**src/rtl/macc_pkg.sv**
```systemverilog
// Shared constants for the 18x18 MAC slice: product width and per-family adder widths.
package macc_pkg;
  localparam int AB_W   = 18;
  localparam int PROD_W = 36;

  typedef enum logic [1:0] {
    FAM_LEGACY  = 2'd0,
    FAM_DEFAULT = 2'd1,
    FAM_NEWEST  = 2'd2
  } macc_family_e;

  localparam int P_WIDTH_LEGACY  = 41;
  localparam int P_WIDTH_DEFAULT = 44;
  localparam int P_WIDTH_NEWEST  = 48;

  function automatic int p_width_of(macc_family_e fam);
    case (fam)
      FAM_LEGACY: return P_WIDTH_LEGACY;
      FAM_NEWEST: return P_WIDTH_NEWEST;
      default:    return P_WIDTH_DEFAULT;
    endcase
  endfunction
endpackage

```
**src/rtl/macc_18x18_if.sv**
```systemverilog
// Operand, control and result bundle of one MAC slice; P_WIDTH must match the slice.
interface macc_18x18_if
  import macc_pkg::*;
#(
  parameter int P_WIDTH = P_WIDTH_DEFAULT
);
  logic                      srst_n;
  logic                      en_a;
  logic                      en_b;
  logic                      en_p;
  logic signed [AB_W-1:0]    a;
  logic signed [AB_W-1:0]    b;
  logic signed [P_WIDTH-1:0] c;
  logic                      carryin;
  logic signed [P_WIDTH-1:0] cdin;
  logic                      cdsel;
  logic                      fdbksel;
  logic                      shftsel;
  logic                      sub;
  logic signed [P_WIDTH-1:0] p;
  logic signed [P_WIDTH-1:0] cdout;
  logic                      ovfl;

  modport master (
    output srst_n, en_a, en_b, en_p, a, b, c, carryin, cdin,
           cdsel, fdbksel, shftsel, sub,
    input  p, cdout, ovfl
  );

  modport slave (
    input  srst_n, en_a, en_b, en_p, a, b, c, carryin, cdin,
           cdsel, fdbksel, shftsel, sub,
    output p, cdout, ovfl
  );
endinterface

```
**src/rtl/macc_pipe_reg.sv**
```systemverilog
// Optional pipeline register: async clear, sync clear over enable, and a static bypass.
module macc_pipe_reg #(
  parameter int WIDTH  = 18,
  parameter bit BYPASS = 1'b0
) (
  input  logic             clk,
  input  logic             grst,
  input  logic             srst_n,
  input  logic             en,
  input  logic [WIDTH-1:0] d,
  output logic [WIDTH-1:0] q
);
  logic [WIDTH-1:0] q_r;

  always_ff @(posedge clk or posedge grst) begin
    if (grst)         q_r <= '0;
    else if (!srst_n) q_r <= '0;
    else if (en)      q_r <= d;
  end

  // A bypassed stage leaves the flop dangling so synthesis trims it.
  assign q = BYPASS ? d : q_r;
endmodule

```
**src/rtl/macc_18x18.sv**
```systemverilog
// Signed 18x18 MAC slice: optional A/B/P registers, cascade and shift addend path.
// Define MACC_FDBK_EN to allow P feedback into the adder (accumulate mode).
module macc_18x18
  import macc_pkg::*;
#(
  parameter bit BYPASS_REG_A = 1'b0,
  parameter bit BYPASS_REG_B = 1'b0,
  parameter bit BYPASS_REG_P = 1'b0,
  parameter int P_WIDTH      = P_WIDTH_DEFAULT
) (
  input  logic         clk,
  input  logic         grst,
  macc_18x18_if.slave  bus
);
  // Three P_WIDTH-ish terms plus carry need two guard bits; one spare keeps it obvious.
  localparam int XW = P_WIDTH + 3;

  logic signed [AB_W-1:0]    ar, br;
  logic signed [PROD_W-1:0]  m;
  logic signed [P_WIDTH-1:0] p_reg;
  logic signed [P_WIDTH-1:0] y_sel, y;
  logic signed [XW-1:0]      y_x, c_x, cin_x, m_x, addend, s_wide;
  logic [P_WIDTH-1:0]        s;
  logic                      ovfl_c, ovfl_q;

  macc_pipe_reg #(.WIDTH(AB_W), .BYPASS(BYPASS_REG_A)) u_reg_a (
    .clk(clk), .grst(grst), .srst_n(bus.srst_n), .en(bus.en_a),
    .d(bus.a), .q(ar)
  );

  macc_pipe_reg #(.WIDTH(AB_W), .BYPASS(BYPASS_REG_B)) u_reg_b (
    .clk(clk), .grst(grst), .srst_n(bus.srst_n), .en(bus.en_b),
    .d(bus.b), .q(br)
  );

  assign m = ar * br;

`ifdef MACC_FDBK_EN
  generate
    if (BYPASS_REG_P) begin : g_fdbk_illegal
      $error("macc_18x18: MACC_FDBK_EN requires BYPASS_REG_P=0 (feedback would be a comb loop)");
    end
  endgenerate

  always_comb begin
    y_sel = '0;
    if (bus.cdsel)        y_sel = bus.cdin;
    else if (bus.fdbksel) y_sel = p_reg;
  end
`else
  logic unused_fdbksel;
  assign unused_fdbksel = bus.fdbksel;

  always_comb begin
    y_sel = '0;
    if (bus.cdsel) y_sel = bus.cdin;
  end
`endif

  assign y = bus.shftsel ? (y_sel >>> 17) : y_sel;

  assign y_x    = {{(XW-P_WIDTH){y[P_WIDTH-1]}}, y};
  assign c_x    = {{(XW-P_WIDTH){bus.c[P_WIDTH-1]}}, bus.c};
  assign cin_x  = {{(XW-1){1'b0}}, bus.carryin};
  assign m_x    = {{(XW-PROD_W){m[PROD_W-1]}}, m};
  assign addend = bus.sub ? -m_x : m_x;
  assign s_wide = y_x + c_x + cin_x + addend;
  assign s      = s_wide[P_WIDTH-1:0];

  // Exact sum fits the signed result only if every guard bit matches the result sign.
  assign ovfl_c = |s_wide[XW-1:P_WIDTH-1] & ~&s_wide[XW-1:P_WIDTH-1];

  macc_pipe_reg #(.WIDTH(P_WIDTH+1), .BYPASS(BYPASS_REG_P)) u_reg_p (
    .clk(clk), .grst(grst), .srst_n(bus.srst_n), .en(bus.en_p),
    .d({ovfl_c, s}), .q({ovfl_q, p_reg})
  );

  assign bus.p     = p_reg;
  assign bus.cdout = p_reg;
  assign bus.ovfl  = ovfl_q;
endmodule

```
**src/flat_wrapper.sv**
```systemverilog
// flat-port wrapper written by rule: the top's interface ports become plain ports
module macc_18x18_flat import macc_pkg::*;
#(
  parameter bit BYPASS_REG_A = 1'b0,
  parameter bit BYPASS_REG_B = 1'b0,
  parameter bit BYPASS_REG_P = 1'b0,
  parameter int P_WIDTH      = P_WIDTH_DEFAULT
)
  (clk, grst, bus_srst_n, bus_en_a, bus_en_b, bus_en_p, bus_a, bus_b, bus_c, bus_carryin, bus_cdin, bus_cdsel, bus_fdbksel, bus_shftsel, bus_sub, bus_p, bus_cdout, bus_ovfl);
  macc_18x18_if #(.P_WIDTH(P_WIDTH)) bus_i ();
  input  logic clk;
  input  logic grst;
  input wire logic [$bits(bus_i.srst_n)-1:0] bus_srst_n;
  input wire logic [$bits(bus_i.en_a)-1:0] bus_en_a;
  input wire logic [$bits(bus_i.en_b)-1:0] bus_en_b;
  input wire logic [$bits(bus_i.en_p)-1:0] bus_en_p;
  input wire logic [$bits(bus_i.a)-1:0] bus_a;
  input wire logic [$bits(bus_i.b)-1:0] bus_b;
  input wire logic [$bits(bus_i.c)-1:0] bus_c;
  input wire logic [$bits(bus_i.carryin)-1:0] bus_carryin;
  input wire logic [$bits(bus_i.cdin)-1:0] bus_cdin;
  input wire logic [$bits(bus_i.cdsel)-1:0] bus_cdsel;
  input wire logic [$bits(bus_i.fdbksel)-1:0] bus_fdbksel;
  input wire logic [$bits(bus_i.shftsel)-1:0] bus_shftsel;
  input wire logic [$bits(bus_i.sub)-1:0] bus_sub;
  output wire logic [$bits(bus_i.p)-1:0] bus_p;
  output wire logic [$bits(bus_i.cdout)-1:0] bus_cdout;
  output wire logic [$bits(bus_i.ovfl)-1:0] bus_ovfl;
  assign bus_i.srst_n = bus_srst_n;
  assign bus_i.en_a = bus_en_a;
  assign bus_i.en_b = bus_en_b;
  assign bus_i.en_p = bus_en_p;
  assign bus_i.a = bus_a;
  assign bus_i.b = bus_b;
  assign bus_i.c = bus_c;
  assign bus_i.carryin = bus_carryin;
  assign bus_i.cdin = bus_cdin;
  assign bus_i.cdsel = bus_cdsel;
  assign bus_i.fdbksel = bus_fdbksel;
  assign bus_i.shftsel = bus_shftsel;
  assign bus_i.sub = bus_sub;
  assign bus_p = bus_i.p;
  assign bus_cdout = bus_i.cdout;
  assign bus_ovfl = bus_i.ovfl;
  macc_18x18 #(.BYPASS_REG_A(BYPASS_REG_A), .BYPASS_REG_B(BYPASS_REG_B), .BYPASS_REG_P(BYPASS_REG_P), .P_WIDTH(P_WIDTH)) u_core (.clk(clk), .grst(grst), .bus(bus_i));
endmodule
```
**config.mk**
```make
export PLATFORM = sky130hd
export DESIGN_NAME = macc_18x18_flat
export DESIGN_NICKNAME = d
export VERILOG_FILES = /design/src/rtl/macc_pkg.sv /design/src/rtl/macc_18x18_if.sv /design/src/rtl/macc_pipe_reg.sv /design/src/rtl/macc_18x18.sv /design/src/flat_wrapper.sv
export SDC_FILE = /design/constraint.sdc
export NUM_CORES = 1
export LEC_CHECK = 0
export ABC_AREA = 1
export CORE_MARGIN = 4
export CORE_UTILIZATION = 65
export CTS_BUF_LIST = sky130_fd_sc_hd__clkbuf_16
export DETAILED_ROUTE_END_ITERATION = 12
export PLACE_DENSITY = 0.95
export SLEW_MARGIN = 20
export SYNTH_ARGS = -nofsm -noshare
export SYNTH_HDL_FRONTEND = slang
export SYNTH_HIERARCHICAL = 1
export SYNTH_SLANG_ARGS = --single-unit
```
**constraint.sdc**
```tcl
create_clock -name clk -period 19.95 [get_ports clk]
set_input_delay 1.995 -clock clk [delete_from_list [all_inputs] [get_ports clk]]
set_output_delay 1.995 -clock clk [all_outputs]
set_load 0.02 [all_outputs]
```
---- Word-level counts from Yosys, hierarchy flattened ----
Cells that the tools add are included.
word-level totals
  register bits after elaboration ......... 81
  bits in latches ......................... 0
  RAM bits ................................ 0
  ROM bits ................................ 0
  input port bits ......................... 135
  output and inout bits ................... 89
  logic and storage cells ................. 24
  memories ................................ 0
operators by class
  $add $sub $neg .......................... 4
  multipliers ............................. 1
  divide/modulo/power cells ............... 0
  magnitude comparators ................... 0
  eq/ne operators ......................... 3
  shift-type cells ........................ 0
  muxes and demuxes ....................... 9
  bitwise operators ....................... 1
  reductions and logical operators ........ 3
operators by type and width
  operator            count
  $mux 45             2
  $mux 18             4
  $add 47x2->47       1
  $add 47x47->47      1
  $mux 47             1
  $neg 36->47         1
  $add 44x44->45      1
  $mux 44             1
  $mux 43             1
  $mul 18x18->36      1
  $ne 2x1->1 const B  3
  $reduce_and 4->1    1
  $reduce_or 4->1     1
  $and 1x1->1         1
  $logic_not 1->1     1

---- Logic depth before layout (Yosys ltp) ----
  word-level depth ........................ 10
  mapped depth ............................ 57
  depth with buffers taken out ............ 55

---- By module ----
The synthesis kept the hierarchy.
modules (own cells, without submodules)
  module                              instances  cells an instance  area an instance (µm²)  sequential area each (µm²)
  macc_18x18                          1          2796               19283.5                 0.0
  macc_pipe_reg (u_core.u_reg_p)      1          201                2079.5                  1126.1
  macc_pipe_reg (u_core.u_reg_a ...)  2          81                 854.6                   450.4

---- Worst setup path after synthesis ----
Ideal clock, no wire load.
  kind .................................... register to register
  start point ............................. reg u_core.u_reg_b.q_r[4], in the netlist u_core/u_reg_b/q[4]
  end point ............................... reg u_core.u_reg_p.q_r[44], in the netlist u_core/u_reg_p/q[44]
  library setup time ...................... 0.117 ns
  data arrival time ....................... 8.593 ns
  required time ........................... 19.833 ns
  path slack .............................. 11.240 ns
  cell stages (with the launch flop) ...... 49
  path buffers ............................ 2
  clock period less this slack ............ 8.710 ns
  path through ............................ dfrtp_1 -> clkbuf_1 -> clkbuf_1 -> nand2_1 -> fa_1 -> inv_1 -> fa_1 -> fa_1 -> fa_1 -> fa_1 -> inv_1 -> fa_1 -> inv_1 -> ha_1 -> nand2_1 -> nor2_1 -> nand2_1 -> nor2_1 -> (+13 left out) -> fa_1 -> inv_1 -> ha_1 -> nand2_1 -> nor2_1 -> inv_1 -> nor4_1 -> nand3_1 -> nand4_1 -> nand2_1 -> nand3_1 -> xor2_1 -> and2_1 -> nand3_1 -> nand2_1 -> inv_1 -> nand3_1 -> nand2_1
between the ends
  word-level cells in the longest chain between the ends .. 9
  elaborated cells between the ends (all ways) .. 10
  classes of those cells .................. add/sub: 2; mul: 1; mux: 3; bitwise: 1; reduce/logical: 3
ends and longest elaborated chain
  element                  RTL line             source
  start, declared          macc_pipe_reg.sv:13  logic [WIDTH-1:0] q_r;
  start signal, assigned   macc_pipe_reg.sv:16  if (grst) q_r <= '0;
  start signal, assigned   macc_pipe_reg.sv:17  else if (!srst_n) q_r <= '0;
  start signal, assigned   macc_pipe_reg.sv:18  else if (en) q_r <= d;
  $mul 18x18->36 *         macc_18x18.sv:36     assign m = ar * br;
  $neg 36->47              macc_18x18.sv:66     assign addend = bus.sub ? -m_x : m_x;
  $mux 47 *                macc_18x18.sv:66
  $add 47x47->47 *         macc_18x18.sv:67     assign s_wide = y_x + c_x + cin_x + addend;
  $reduce_and 4->1         macc_18x18.sv:71     assign ovfl_c = |s_wide[XW-1:P_WIDTH-1] & ~&s_wide[XW-1:P_WIDTH-1];
  $logic_not 1->1          macc_18x18.sv:71
  $and 1x1->1 *            macc_18x18.sv:71
  named net u_core.ovfl_c  macc_18x18.sv:24     logic ovfl_c, ovfl_q;
  $mux 45 *                macc_pipe_reg.sv:18
  $mux 45 *                macc_pipe_reg.sv:17
  end signal, assigned     macc_pipe_reg.sv:16
  end signal, assigned     macc_pipe_reg.sv:17
  end signal, assigned     macc_pipe_reg.sv:18
  end, declared            macc_pipe_reg.sv:13
The timed path passes the listed nets; every way through them passes the cells marked *. The select of a mux whose other input is x is not followed.
A chain may end at the register's enable or synchronous reset.

---- Worst setup path after layout ----
  start point ............................. reg u_core.u_reg_a.q_r[17], in the netlist u_core/u_reg_a/q[17]
  end point ............................... reg u_core.u_reg_p.q_r[44], in the netlist u_core/u_reg_p/q[44]
between the ends
  word-level cells in the longest chain between the ends .. 9
  elaborated cells between the ends (all ways) .. 10
  classes of those cells .................. add/sub: 2; mul: 1; mux: 3; bitwise: 1; reduce/logical: 3
ends and longest elaborated chain
  element                  RTL line
  start, declared          macc_pipe_reg.sv:13
  start signal, assigned   macc_pipe_reg.sv:16
  start signal, assigned   macc_pipe_reg.sv:17
  start signal, assigned   macc_pipe_reg.sv:18
  $mul 18x18->36 *         macc_18x18.sv:36
  $neg 36->47              macc_18x18.sv:66
  $mux 47 *                macc_18x18.sv:66
  $add 47x47->47 *         macc_18x18.sv:67
  $reduce_and 4->1         macc_18x18.sv:71
  $logic_not 1->1          macc_18x18.sv:71
  $and 1x1->1 *            macc_18x18.sv:71
  named net u_core.ovfl_c  macc_18x18.sv:24
  $mux 45 *                macc_pipe_reg.sv:18
  $mux 45 *                macc_pipe_reg.sv:17
Marks and branches as above.

==> flow_metrics.tcl <==
set metrics [dict create \
    diodes 0 \
    globalRoute.busiestLayer "met2" \
    routed-via-count 21200 \
    clockRootBuffer "sky130_fd_sc_hd__clkbuf_16" \
    arrival_ns 10.89 \
    syn_area_per_cell_um2 7.30 \
    dieWidth_um 196 \
    clockBufferDepth 2 \
    holdCritPathClass "flip-flop to flip-flop" \
    num_rows 68 \
    core_area_um2 34800 \
    synth_async_sr_flop_share_pct 100 \
    number_of_synthesized_register_bits 81 \
    post_dp_cell_area_um2 24900 \
    vdd.ir_drop.worst_uv 112 \
    grt_start_max_net_pins 91 \
    timing.critical_path.to_type "flip-flop" \
    finalSetupViolCount 0 \
    portBuffers 222 \
    clk_latency_ns 0.35 \
    required_ns 20.19 \
    fmaxAchievable_ghz 0.0939 \
    path_common_cell "sky130_fd_sc_hd__nand2_1" \
    initialDrtViolationCount 2434 \
    route.detailed.vias_per_inst 5.72 \
    dp_worst_setup_slack_ns 9.53 \
    synth-edff-count 0 \
    layout_worst_path_cycle_share_pct 53.4 \
    cts.sinks 81 \
    synth.lib_cells_used.distinct 57 \
    number_of_detailed_routing_iterations_run_before_antenna_repair 7 \
    yosysWarnings 6 \
    ioPinCount 224 \
    min_period_ns 10.65 \
    seq_area_frac_synth_pct 8.79 \
    post-cts-setup-buffers 0 \
    yosysMostFrequentCell "sky130_fd_sc_hd__inv_1" \
    drt_drc_violations_left 0 \
    n_fill_cell 2498 \
    critical_path.slowest_cell "sky130_fd_sc_hd__dfrtp_1" \
    timing.critical_path.from_type "flip-flop" \
    groute.layer.met2.usage_pct 59.5 \
    grt.met3_usage_pct 6.63 \
    die_h_um 196 \
    hold-worst-slack_ns 0.511 \
    routed_wire_length_per_instance_um 18.7 \
    globalRouteTotalUtil_pct 36.1 \
    max_cap_violations 0 \
    final_critical_path_setup_slack_ns 9.30 \
    postRouteAntennaNets 0 \
    wire_length_after_detailed_routing_um 69200 \
    p_leak_uw 0.0147 \
    place_congestion 1.01 \
    fraction_of_layout_cells_with_a_size_suffix_above_1_pct 3.61 \
    cts.clk_slew.worst_paths_ns 0.07 \
    worst-slew-pin-transition_ns 1.04 \
    hpwl_um 56600 \
    setup-tns-final_ns 0 \
    gr-usage-met1_pct 47.0 \
    flow.area_growth_from_synthesis_pct 9.28 \
    timing.final.max_slew_violations 0 \
    cts_tree "yes" \
    layout.nets 3892 \
    post_synth_main_area_contributors "sky130_fd_sc_hd__fa_1, sky130_fd_sc_hd__inv_1, sky130_fd_sc_hd__nand2_1" \
    grt_setup_unrepaired "no" \
    synth_top_flop_cell "sky130_fd_sc_hd__dfrtp_1" \
    post_synth_most_frequent_cells "sky130_fd_sc_hd__inv_1, sky130_fd_sc_hd__nand2_1, sky130_fd_sc_hd__fa_1" \
    floorplan.initialDensity_pct 66.3 \
    grt_pass1_wl_um 111000 \
    crit_fanout 19 \
    grt.overflow.total 0 \
    crit_path_max_incr_delay_ns 0.93 \
    die-area_um2 38600 \
    outcome "finished, final reports clean" \
    finalPower_uw 2300 \
    yosysTopAreaCell "sky130_fd_sc_hd__fa_1" \
    ctsHoldBuffers 0 \
    timing.slew.headroom_pct 30.5 \
    cts_made_buffers 9 \
    synth.net_count 3811 \
    timing.setup.critical_path_class "flip-flop to flip-flop" \
    power.density_nw_per_um2 91.1 \
    grt_antenna_before_repair 0 \
    post_cts.resized_instances 0 \
    number_of_instances_in_the_synthesized_netlist 3159 \
    skew_ns 0.0142 \
    cts-htree-levels 3 \
    design_area_um2 25200 \
    netlist_area_um2 23100 \
    timing.final.hold_violations 0 \
    synth.top_cell.area_share_pct 32.6 \
    number_of_global_route_vias_before_repair 21800 \
]
## per-stage QoR
step,std cells,utilization (%)
2_1_floorplan,3159,-
3_3_place_gp,3684,71.5
3_5_place_dp,3684,71.5
4_1_cts,3700,72.5
5_1_grt,3700,72.5
6_report,3700,72.5
## critical path, delay by kind of cell, from the launching register on
family	cells	cell delay (ns)
and+or+nand+nor	22	2.98
DFF	1	0.93
AOI/OAI and AO/OA	4	1.06
adders and majority gates	9	4.87
xor gates and xnor gates	1	0.17
buffers and inverters	7	0.48
## registers in the layout, indices dropped and copies added, names as in the netlist
| name | flops |
|---|---|
| u_core/u_reg_b/q | 18 |
| u_core/u_reg_a/q | 18 |
| u_core/u_reg_p/q | 45 |
## path summary, 6_finish.rpt
path / startpoint / end / slack, ns / depth (start not counted)
worst min-delay path: u_core/u_reg_p/q[44] / u_core/u_reg_p/q[44] / 0.51 / 2
max in group asynchronous: grst / u_core/u_reg_a/q[14] / 17.21 / 2
worst min register to register: u_core/u_reg_p/q[44] / u_core/u_reg_p/q[44] / 0.51 / 2
worst max register to register: u_core/u_reg_a/q[17] / u_core/u_reg_p/q[44] / 9.30 / 43
worst max-delay path: u_core/u_reg_a/q[17] / u_core/u_reg_p/q[44] / 9.30 / 43
min in group asynchronous: grst / u_core/u_reg_p/q[10] / 2.25 / 3
## report_power, final
part	switching (uW)	internal (uW)
Combinational	1200	660
Clock	77.0	111
Sequential	53.7	196
## routing by layer
metal	vias to the layer above	routed length (um)
met5	-	0
li1	9403	-
met1	9984	25600
met2	1423	32800
met4	0	3420
met3	344	7480
## cell usage in the layout, fill, tap and decap left out, types with 3 or more instances in the layout
cell type,n
sky130_fd_sc_hd__inv_1,824
sky130_fd_sc_hd__nand2_1,798
sky130_fd_sc_hd__fa_1,376
sky130_fd_sc_hd__clkdlybuf4s50_1,221
sky130_fd_sc_hd__nand3_1,180
sky130_fd_sc_hd__nor2_1,149
sky130_fd_sc_hd__ha_1,141
sky130_fd_sc_hd__a21oi_1,93
sky130_fd_sc_hd__dfrtp_1,81
sky130_fd_sc_hd__o21ai_0,67
sky130_fd_sc_hd__xor2_1,67
sky130_fd_sc_hd__nand3_2,45
sky130_fd_sc_hd__xnor2_1,29
sky130_fd_sc_hd__nand4_1,17
sky130_fd_sc_hd__a31oi_1,16
sky130_fd_sc_hd__nor3_1,14
sky130_fd_sc_hd__nand2_2,13
sky130_fd_sc_hd__buf_4,11
sky130_fd_sc_hd__clkbuf_16,9
sky130_fd_sc_hd__nor4_1,9
sky130_fd_sc_hd__nor2_2,8
sky130_fd_sc_hd__o22ai_1,6
sky130_fd_sc_hd__o21bai_1,6
sky130_fd_sc_hd__a21o_1,6
sky130_fd_sc_hd__and2_1,5
sky130_fd_sc_hd__nand3b_1,5
sky130_fd_sc_hd__or2_2,4
sky130_fd_sc_hd__nor2_4,4
sky130_fd_sc_hd__inv_6,3
sky130_fd_sc_hd__xor2_2,3
sky130_fd_sc_hd__o211ai_1,3
sky130_fd_sc_hd__inv_8,3
## kinds of logic after synthesis
logic type                 after synthesis  share of synthesized area [%]
AOI/OAI and AO/OA                      207                           4.89
adders and majority gates              517                           40.3
and+or+nand+nor                       1262                           23.9
DFF                                     81                           8.79
xor gates and xnor gates               100                           3.93
buffers and inverters                  992                           18.2
## cell type report
type	instances	area, um2	area share (%)
inverters	829	3130	12.4
clock inverters	7	101	0.402
clock buffers	9	225	0.893
multi-input cells	2086	16800	66.8
flip-flops and latches	81	2030	8.04
repair buffers	233	2310	9.15
well taps	455	569	2.26
Power figures use the tool's default switching activity.
